**config.mk**
```make
export PLATFORM = sky130hd
export DESIGN_NAME = rr_arbiter_4x16
export DESIGN_NICKNAME = d
export VERILOG_FILES = /design/src/rtl/rr_arbiter_4x16.sv
export SDC_FILE = /design/constraint.sdc
export NUM_CORES = 1
export LEC_CHECK = 0
export ABC_CLOCK_PERIOD_IN_PS = 10550
export CAP_MARGIN = 10
export CORE_ASPECT_RATIO = 1.1
export CORE_MARGIN = 3
export CORE_UTILIZATION = 68
export CTS_CLUSTER_DIAMETER = 150
export DETAILED_ROUTE_END_ITERATION = 10
export PLACE_DENSITY_LB_ADDON = 0.15
export SYNTH_ARGS = -nofsm -noshare
export SYNTH_HDL_FRONTEND = slang
export SYNTH_SLANG_ARGS = --single-unit
export TNS_END_PERCENT = 5
```
**constraint.sdc**
```tcl
create_clock -name clk -period 10.55 [get_ports clk]
set_input_delay 3.165 -clock clk [delete_from_list [all_inputs] [get_ports clk]]
set_output_delay 3.165 -clock clk [all_outputs]
set_load 0.02 [all_outputs]
```
**src/rtl/rr_arbiter_4x16.sv**
```systemverilog
// Round-robin arbiter for 16 requesters with a bounded hold time, driving a
// 4-to-16 decoder that turns the registered winner index into a one-hot grant.

module decoder_4x16 (
   input  logic [3:0]  idx,
   input  logic        en,
   output logic [15:0] dec
);

   always_comb begin
      dec = 16'h0000;
      if (en) begin
         dec[idx] = 1'b1;
      end
   end

endmodule

module rr_arbiter_4x16 #(
   parameter int unsigned HOLD_MAX = 8
) (
   input  logic        clk,
   input  logic        rst,
   input  logic [15:0] req,
   output logic [3:0]  gnt_idx,
   output logic        gnt_en,
   output logic [15:0] gnt
);

   localparam int unsigned CntW = $clog2(HOLD_MAX + 1);
   localparam logic [CntW-1:0] HoldMax = CntW'(HOLD_MAX);
   localparam logic [CntW-1:0] HoldOne = CntW'(1);

   typedef enum logic {StIdle, StGrant} state_e;

   state_e          state_q, state_d;
   logic [3:0]      ptr_q, ptr_d;
   logic [CntW-1:0] hold_cnt_q, hold_cnt_d;
   logic [3:0]      gnt_idx_q, gnt_idx_d;
   logic            gnt_en_q, gnt_en_d;

   logic [15:0]     cur_oh;
   logic [15:0]     others;
   logic [3:0]      next_start;

   // First set bit of vec scanning start, start+1, ... with 4-bit wrap.
   function automatic logic [3:0] sel(input logic [3:0] start, input logic [15:0] vec);
      logic [3:0] res;
      logic [3:0] cand;
      logic       found;
      res   = start;
      found = 1'b0;
      for (int i = 0; i < 16; i++) begin
         cand = start + 4'(i);
         if (!found && vec[cand]) begin
            res   = cand;
            found = 1'b1;
         end
      end
      return res;
   endfunction

   always_comb begin
      cur_oh     = 16'h0001 << gnt_idx_q;
      others     = req & ~cur_oh;
      next_start = gnt_idx_q + 4'd1;
   end

   always_comb begin
      state_d    = state_q;
      ptr_d      = ptr_q;
      hold_cnt_d = hold_cnt_q;
      gnt_idx_d  = gnt_idx_q;
      gnt_en_d   = gnt_en_q;

      unique case (state_q)
         StIdle: begin
            gnt_en_d = 1'b0;
            if (|req) begin
               gnt_idx_d  = sel(ptr_q, req);
               gnt_en_d   = 1'b1;
               hold_cnt_d = HoldOne;
               state_d    = StGrant;
            end
         end

         StGrant: begin
            if (!req[gnt_idx_q]) begin
               ptr_d = next_start;
               if (|others) begin
                  // Hand off on the same edge so no idle cycle appears.
                  gnt_idx_d  = sel(next_start, others);
                  hold_cnt_d = HoldOne;
               end else begin
                  gnt_en_d   = 1'b0;
                  hold_cnt_d = '0;
                  state_d    = StIdle;
               end
            end else if ((hold_cnt_q == HoldMax) && (|others)) begin
               ptr_d      = next_start;
               gnt_idx_d  = sel(next_start, others);
               hold_cnt_d = HoldOne;
            end else if (hold_cnt_q != HoldMax) begin
               hold_cnt_d = hold_cnt_q + HoldOne;
            end
         end

         default: begin
            state_d = StIdle;
         end
      endcase
   end

   always_ff @(posedge clk) begin
      if (rst) begin
         state_q    <= StIdle;
         ptr_q      <= 4'h0;
         hold_cnt_q <= '0;
         gnt_idx_q  <= 4'h0;
         gnt_en_q   <= 1'b0;
      end else begin
         state_q    <= state_d;
         ptr_q      <= ptr_d;
         hold_cnt_q <= hold_cnt_d;
         gnt_idx_q  <= gnt_idx_d;
         gnt_en_q   <= gnt_en_d;
      end
   end

   assign gnt_idx = gnt_idx_q;
   assign gnt_en  = gnt_en_q;

   decoder_4x16 u_dec (
      .idx (gnt_idx_q),
      .en  (gnt_en_q),
      .dec (gnt)
   );

endmodule

```
## Yosys cells after proc, flatten, opt, wreduce, memory -nomap -nowiden

Cells that the tools add are included.

| cells by class | value |
|---|---|
| muxes and demuxes | 298 |
| equality and inequality tests | 9 |
| $add $sub $neg | 32 |
| bitwise gates (word level) | 3 |
| magnitude comparators | 34 |
| reduce and logical (&&, ||, !) cells | 98 |
| shifts and indexed selects | 1 |

Operators by type and width:

| kind | count |
|---|---|
| $mux 4 | 55 |
| $mux 1 | 204 |
| $lt 4x5->1 const B | 33 |
| $bmux 1 s4 | 33 |
| $add 4x4->4 const B | 16 |
| $logic_and 1x1->1 | 47 |
| $logic_not 1->1 | 45 |
| $add 4x3->4 const B | 8 |
| $reduce_or 16->1 | 2 |
| $add 4x1->4 const B | 4 |
| $add 4x2->4 const B | 4 |
| $and 16x16->16 | 1 |
| $mux 16 | 1 |
| $not 16->16 | 1 |
| $pmux 4 s2 | 2 |
| $shl 1x4->16 const A | 1 |
| $ne 2x2->1 const B | 3 |
| $reduce_and 2->1 | 3 |
| $demux 1 s4 | 1 |
| $eq 4x4->1 const B | 1 |
| $ge 4x1->1 const B | 1 |
| $ne 4x2->1 const B | 1 |
| $ne 4x4->1 const B | 1 |
| $pmux 1 s2 | 2 |
| 5 further kinds | 5 |

| storage, ports and cells | value |
|---|---|
| register bits | 14 |

## Longest topological paths before layout

Gate-level depths: netlist (run 1).

| logic depth | value |
|---|---|
| depth in word-level cells | 99 |
| mapped depth | 24 |
| mapped depth without buffers | 15 |

## Hierarchy

From an unflattened synthesis (run 1), not the netlist that was laid out.

| unflattened totals | value |
|---|---|
| cells, all modules | 828 |
| area total of the unflattened synthesis | 6899.1 um2 |

By module, submodules not included:

| module | seq. area each (um2) | area each (um2) | times used | cells an instance |
|---|---|---|---|---|
| rr_arbiter_4x16 | 280.3 | 6781.5 | 1 | 805 |
| decoder_4x16 | 0.0 | 117.6 | 1 | 23 |

## Worst setup path before layout (run 1)

OpenSTA, ideal clock, no wires.

| timing | value |
|---|---|
| path type | input-to-reg |
| start | input req[7] |
| end | register gnt_idx_q[1] (netlist: gnt_idx[1]) |
| library setup time | 0.073 ns |
| arrival time | 6.209 ns |
| data required time | 10.477 ns |
| buffers on the path | 3 |
| path slack | 4.267 ns |
| stages | 12 |
| cells stage by stage | clkbuf_1 mux4_2 mux4_2 or2_0 buf_2 or4b_1 buf_2 nor3_4 a2111oi_1 o211a_1 or3_1 o211ai_2 |

| on the way | value |
|---|---|
| cells in the longest elaborated chain, start to end | 97 |

RTL lines:

| what | RTL line | text |
|---|---|---|
| start: declaration | 24 | `input logic [15:0] req,` |
| $and 16x16->16 | 65 | `others = req & ~cur_oh;` |
| $bmux 1 s4 | 55 | `if (!found && vec[cand]) begin` |
| $mux 1 (implied by the code) | 55 |  |
| $mux 1 | 55 |  |
| $mux 1, on equally long branches | 90, 99 |  |
| $mux 1 | 88 | `if (!req[gnt_idx_q]) begin` |
| $mux 1 | 76 | `unique case (state_q)` |
| $logic_not 1->1 | 55 |  |
| (+81 left out) | -- |  |
| $mux 1 | 88 |  |
| $mux 1 | 76 |  |
| $logic_not 1->1 | 55 |  |
| $logic_and 1x1->1 | 55 |  |
| $mux 4 | 55 |  |
| $mux 4, on equally long branches | 90, 99 |  |
| $mux 4 | 88 |  |
| $pmux 4 s2 | 76 |  |
| end signal: assignment | 125 | `gnt_idx_q <= gnt_idx_d;` |
| end: declaration | 39 | `logic [3:0] gnt_idx_q, gnt_idx_d;` |

Several ways; a longest one is shown, not always the timed one. The select of a mux whose other input is x is not followed.
A chain may end at the register's enable or synchronous reset.

## Final worst setup path (run 1)

| timing | value |
|---|---|
| start | input req[10] |
| end | register gnt_idx_q[2] (netlist: gnt_idx[2]) |

Same word-level chain as after synthesis.

==> results of run 1 <==
[worst max path at each step]
stage | from | to | slack, ns
6_report | req[10] | gnt_idx[2]$_SDFFE_PP0P_ | 3.28
5_1_grt | req[11] | gnt_idx[2]$_SDFFE_PP0P_ | 3.00
4_1_cts | req[10] | gnt_idx[2]$_SDFFE_PP0P_ | 3.43
3_5_place_dp | req[10] | gnt_idx[2]$_SDFFE_PP0P_ | 3.18
3_3_place_gp | req[12] | gnt_idx[1]$_SDFFE_PP0P_ | 3.34
2_1_floorplan | req[7] | gnt_idx[1]$_SDFFE_PP0P_ | 4.27
[layer usage]
| layer | routed length, µm | GRT usage |
|---|---|---|
| met4 | 1750 | 0.230 |
| met5 | 0 | 0 |
| met1 | 8430 | 0.533 |
| met2 | 10800 | 0.647 |
| met3 | 2770 | 0.0793 |
[cells by family (layout without fill, tap and decap cells)]
logic type / count (synthesis) / after routing / synth area share
simple gates: 330 / 330 / 0.255
fa+ha+maj: 22 / 22 / 0.0405
mux: 138 / 138 / 0.320
buf+inv: 100 / 80 / 0.0660
flops: 14 / 14 / 0.0412
compound gates: 233 / 233 / 0.245
xor+xnor: 20 / 20 / 0.0320
[area by class of cell]
| type | count | area, µm² |
|---|---|---|
| sequential | 14 | 282 |
| multi-input combinational | 743 | 6070 |
| tap | 117 | 146 |
| timing repair buffer | 49 | 463 |
| fill | 728 | 2430 |
| inverter | 28 | 105 |
| clock buffer | 3 | 41.3 |
[sequential cells by signal, indices dropped and copies added (netlist names)]
signal,count
ptr_q,4
hold_cnt_q,4
gnt_en,1
state_q,1
gnt_idx,4
[worst max-delay path: stages]
cell	delay, ns
clkdlybuf4s50_1	0.64
nor2b_1	0.26
a32oi_1	0.37
mux2i_1	0.15
mux4_2	0.57
nor3_1	0.59
nand3_2	0.40
nor3b_1	0.58
a21oi_1	0.17
a21boi_1	0.17
a211o_1	0.33
[synth_stat cells (all sizes together), types with 8 or more instances]
cell and number:
nor2 79, nand2 75, mux2i 61, mux4 59
a21oi 39, o21ai 39, buf 38, clkbuf 34
nor3 29, inv 25, nand2b 23, nand3 23
ha 22, mux2 18, xnor2 16, o22ai 15
a211oi 14, and2 14, dfxtp 14, o211ai 14
nor2b 12, nor3b 12, nor4 12, nand3b 10
nand4 10, o22a 10, a22oi 9, a21boi 8
and3 8
[power groups by stage]
stage	Clock, mW	Sequential [mW]	Combinational (mW)
floorplan	0	0.0811	1.71
global placement	0	0.0896	2.13
detailed placement	0	0.0908	2.18
CTS	0.0435	0.0899	2.19
global route	0.0475	0.0925	2.42
finish	0.0439	0.0905	2.29
[through the flow]
step           setup slack (ns)  hold WS, ns
6_report                   3.28        0.541
5_1_grt                    3.00        0.549
4_1_cts                    3.43        0.544
3_5_place_dp               3.18        0.526
3_3_place_gp               3.34        0.498
2_1_floorplan              4.27        0.480
==> impl_metrics.toml, run 1 <==
[power_and_ir_drop]
peakVddDrop_mv = 0.446
power_frac_seq = 0.037
internal_power_mw = 0.979
comb_power_share = 0.945
pwr_density_cell_mw_per_mm2 = 341
p_sw_mw = 1.45
clock_power_share = 0.018
netSwitchingFraction = 0.596
power.leakage_nw = 2.56
total_power_mw = 2.43

[drt]
vias_per_cell = 7.98
drt_iter0_drc = 1084
ant_nets = 0
dr_total_vias = 7609
routedWlPerCell_um = 24.9
drt_wl_total_mm = 23.8
route.detailed.drc = 0
first_pass_iters = 7

[sta]
fin_crit_sh = 0.689
finalHoldViolCount = 0
tightestPinTransition_ns = 1.07
fin_crit_ns = 7.27
slew_headroom = 0.279
tns_ns = 0
final_max_slew_viol_count = 0
setup_viol = 0
clock_skew_ns = 0.00484
timing.fmax_mhz = 138
rsz0062_at_grt = "false"

[yosys]
ys_warn_count = 0
ys.flop_type = "dfxtp_1"
synth-seq-cells = 14
netlist.area_leader.share = 0.179
synth_area_leader_cell = "mux4_2"
synth_area_leaders = "mux4_2 (18%), mux2i_1 (8.7%), nor2_1 (4.3%)"
synth_edf_count = 0
netlist_area_mm2 = 0.00680
synth_cell_type_count = 92
synth_cells = 857
syn_area_per_cell_um2 = 7.94
synth_nets = 897
synthArstFlopShare = 0
yosysSeqAreaShare = 0.0412

[die]
rows = 37
die_x_um = 101
ioPinCount = 39
initial_core_util = 0.713
core-area_mm2 = 0.00954
die_height_um = 111
die_area_mm2 = 0.0112

[setup_path]
crit_type = "in -> reg"
r2r-start = "gnt_idx[0]$_SDFFE_PP0P_"
endpoint_kind = "register"
r2r_end = "gnt_idx[2]$_SDFFE_PP0P_"
critPathLaunchType = "input pin"
worstPathArrival_ns = 7.40
crit_fanout = 15
r2r_cells = 17
worst_ep_required_time_ns = 10.68
reg2reg_slack_ns = 3.49

[global_routing]
grt_pass1_vias = 7117
antenna_found_initial = 0
grt_max_degree = 48
grt.overflow.total = 0
grt.total_usage = 0.415
grt_pass1_wl_mm = 37.8

[min_path]
min_to = "hold_cnt_q[3]$_SDFFE_PP0P_"
min_path_type = "reg -> reg"
hold_depth = 2
worstHoldStart = "hold_cnt_q[3]$_SDFFE_PP0P_"

[clock_network]
cts_setup_buffers = 0
worstSkewPairLatency_ns = 0.25
htreeDepth = 1
root_buffer = "clkbuf_8"
cts_buffer_depth = 2
clk_pin_slew_ns = 0.06
cts_buffers = 3
post_cts_resized = 0
cts_tree = "built"
holdBufCountCts = 0
clock-sinks = 14

[cells_and_area]
syn2layout_area_growth_pct = 4.53
layout_common_cells = "nor2_1 (78), nand2_1 (75), mux2i_1 (59)"
n_antenna_cell = 0
fin_util = 0.745
nNetsFinal = 879
final_cell_area_mm2 = 0.00711
final_common_cell = "nor2_1"
fin_cells = 954
drive_gt1_frac = 0.140

[place]
port_buffers = 38
dp_cells = 951
postPlaceCellArea_mm2 = 0.00707
hpwl_mm = 17.5
routabilityCongestion = 1.07

[outcome]
outcome = "finished clean"

[job]
drv_cap = 0
No activity file was read; power rests on OpenSTA's default activity.
==> run 2, diff against run 1 <==
--- a/config.mk
+++ b/config.mk
@@ -5,11 +5,11 @@
 export SDC_FILE = /design/constraint.sdc
 export NUM_CORES = 1
 export LEC_CHECK = 0
-export ABC_CLOCK_PERIOD_IN_PS = 10550
+export ABC_CLOCK_PERIOD_IN_PS = 6100
 export CAP_MARGIN = 10
 export CORE_ASPECT_RATIO = 1.1
 export CORE_MARGIN = 3
-export CORE_UTILIZATION = 68
+export CORE_UTILIZATION = 57
 export CTS_CLUSTER_DIAMETER = 150
 export DETAILED_ROUTE_END_ITERATION = 10
 export PLACE_DENSITY_LB_ADDON = 0.15
==> constraint.sdc (replaced) <==
create_clock -name clk -period 6.1 [get_ports clk]
set_input_delay 1.83 -clock clk [delete_from_list [all_inputs] [get_ports clk]]
set_output_delay 1.83 -clock clk [all_outputs]
set_load 0.02 [all_outputs]
==> run 2 against run 1 <==
Cell count is 7.3% higher. Global-route usage is 3.4 points lower. Total power is 83% higher. Worst hold slack worse by 0.0090 ns. Largest power group unchanged. Sequential power is 60% higher. Register-to-register slack worse by 2.6 ns. Flip-flop and latch count stayed put. Clock power grew to 3.2 times the previous value. Clock skew hardly changed. Critical endpoint is now gnt_idx[0]$_SDFFE_PP0P_. Worst setup slack worse by 2.7 ns. Clock-buffer cell count is 1 higher. Core utilization is 9.8 points lower.
==> impl_metrics.toml, run 2 (same netlist as run 1, synthesis figures left out) <==
[outcome]
outcome = "finished clean"

[die]
rows = 41
die_x_um = 110
die_area_mm2 = 0.0133
die_height_um = 121
initial_core_util = 0.589
core-area_mm2 = 0.0115
ioPinCount = 39

[setup_path]
endpoint_kind = "register"
crit_type = "in -> reg"
reg2reg_slack_ns = 0.86
crit_fanout = 13
r2r_cells = 17
r2r_end = "gnt_idx[2]$_SDFFE_PP0P_"
critPathCapture = "gnt_idx[0]$_SDFFE_PP0P_"
cp-startpoint = "req[14]"
worst_ep_required_time_ns = 6.27
worstPathArrival_ns = 5.68
critPathLaunchType = "input pin"
r2r-start = "gnt_idx[1]$_SDFFE_PP0P_"

[global_routing]
grt.overflow.total = 0
grt_max_degree = 34
antenna_found_initial = 0
grt.total_usage = 0.381
grt_pass1_vias = 7371
grt_pass1_wl_mm = 39.7

[place]
postPlaceCellArea_mm2 = 0.00738
dp_cells = 1020
port_buffers = 38
hpwl_mm = 19.0
routabilityCongestion = 1.06

[power_and_ir_drop]
peakVddDrop_mv = 0.422
p_sw_mw = 2.54
power_frac_seq = 0.033
total_power_mw = 4.43
netSwitchingFraction = 0.573
pwr_density_cell_mw_per_mm2 = 593
comb_power_share = 0.935
clock_power_share = 0.032
power.leakage_nw = 2.75
internal_power_mw = 1.89

[sta]
tns_ns = 0
slew_headroom = 0.372
clock_skew_ns = 0.00447
timing.fmax_mhz = 181
tightestPinTransition_ns = 0.943
final_max_slew_viol_count = 0
rsz0062_at_grt = "false"
finalHoldViolCount = 0
fin_crit_ns = 5.52
fin_crit_sh = 0.905
setup_viol = 0

[drt]
drt_wl_total_mm = 25.0
routedWlPerCell_um = 24.5
dr_total_vias = 7687
route.detailed.drc = 0
drt_iter0_drc = 1117
vias_per_cell = 7.51
ant_nets = 0
first_pass_iters = 6

[clock_network]
clk_pin_slew_ns = 0.05
cts_setup_buffers = 0
cts_tree = "built"
post_cts_resized = 0
holdBufCountCts = 0
root_buffer = "clkbuf_16"
cts_buffers = 3
htreeDepth = 1
worstSkewPairLatency_ns = 0.25
clock-sinks = 14
cts_buffer_depth = 2

[min_path]
min_path_type = "reg -> reg"

[cells_and_area]
fin_util = 0.647
syn2layout_area_growth_pct = 9.80
final_common_cell = "nor2_1"
fin_cells = 1024
final_cell_area_mm2 = 0.00747
drive_gt1_frac = 0.176
nNetsFinal = 915
layout_common_cells = "nor2_1 (78), nand2_1 (75), mux2i_1 (59)"
n_antenna_cell = 0

[job]
drv_cap = 0
==> run 2: power by group through the flow <==
stage	Sequential, mW	Clock [mW]	Combinational [mW]
after floorplan	0.140	0	2.96
after global placement	0.144	0	3.97
after detailed placement	0.144	0	4.01
after CTS	0.142	0.140	4.03
after global routing	0.145	0.146	4.44
final	0.145	0.141	4.15
==> run 2: layer usage <==
layer / track usage / up-vias / part of all wire
met1: 0.476 / 3603 / 0.36
met2: 0.627 / 578 / 0.47
met4: 0.229 / 0 / 0.079
met5: 0 / - / 0
li1: - / 3358 / -
met3: 0.0400 / 148 / 0.092
==> run 2: worst max-delay path, stage by stage <==
cell             delay, ns
clkdlybuf4s50_1       0.86
nand2_1               0.26
mux4_2                0.52
mux2i_1               0.40
mux2i_1               0.32
and4b_1               0.31
nand3_2               0.15
buf_4                 0.18
nor4_2                0.06
nor3_1                0.30
mux2_2                0.37
a21oi_1               0.11
==> run 2: how the worst min path moves through the flow <==
stage / cells past startpoint / start / slack [ns] / endpoint
4_1_cts: 2 / hold_cnt_q[3]$_SDFFE_PP0P_ / 0.54 / hold_cnt_q[3]$_SDFFE_PP0P_
5_1_grt: 2 / hold_cnt_q[3]$_SDFFE_PP0P_ / 0.58 / hold_cnt_q[3]$_SDFFE_PP0P_
6_report: 2 / hold_cnt_q[3]$_SDFFE_PP0P_ / 0.53 / hold_cnt_q[3]$_SDFFE_PP0P_
3_5_place_dp: 2 / hold_cnt_q[3]$_SDFFE_PP0P_ / 0.53 / hold_cnt_q[3]$_SDFFE_PP0P_
3_3_place_gp: 2 / hold_cnt_q[3]$_SDFFE_PP0P_ / 0.51 / hold_cnt_q[3]$_SDFFE_PP0P_
2_1_floorplan: 2 / hold_cnt_q[3]$_SDFFE_PP0P_ / 0.48 / hold_cnt_q[3]$_SDFFE_PP0P_
==> run 2: layout make-up <==
cell class / instances / area, µm²
Fill cell: 1060 / 4070
Clock buffer: 4 / 88.8
Multi-Input combinational cell: 743 / 6070
Inverter: 28 / 105
Sequential cell: 14 / 282
Tap cell: 150 / 188
Timing Repair Buffer: 85 / 733
==> run 2: stage by stage <==
stage / setup WS (ns) / hold slack [ns]
2_1_floorplan: 0.120 / 0.480
3_3_place_gp: 0.479 / 0.512
3_5_place_dp: 0.391 / 0.527
4_1_cts: 0.636 / 0.539
5_1_grt: 0.264 / 0.582
6_report: 0.583 / 0.532
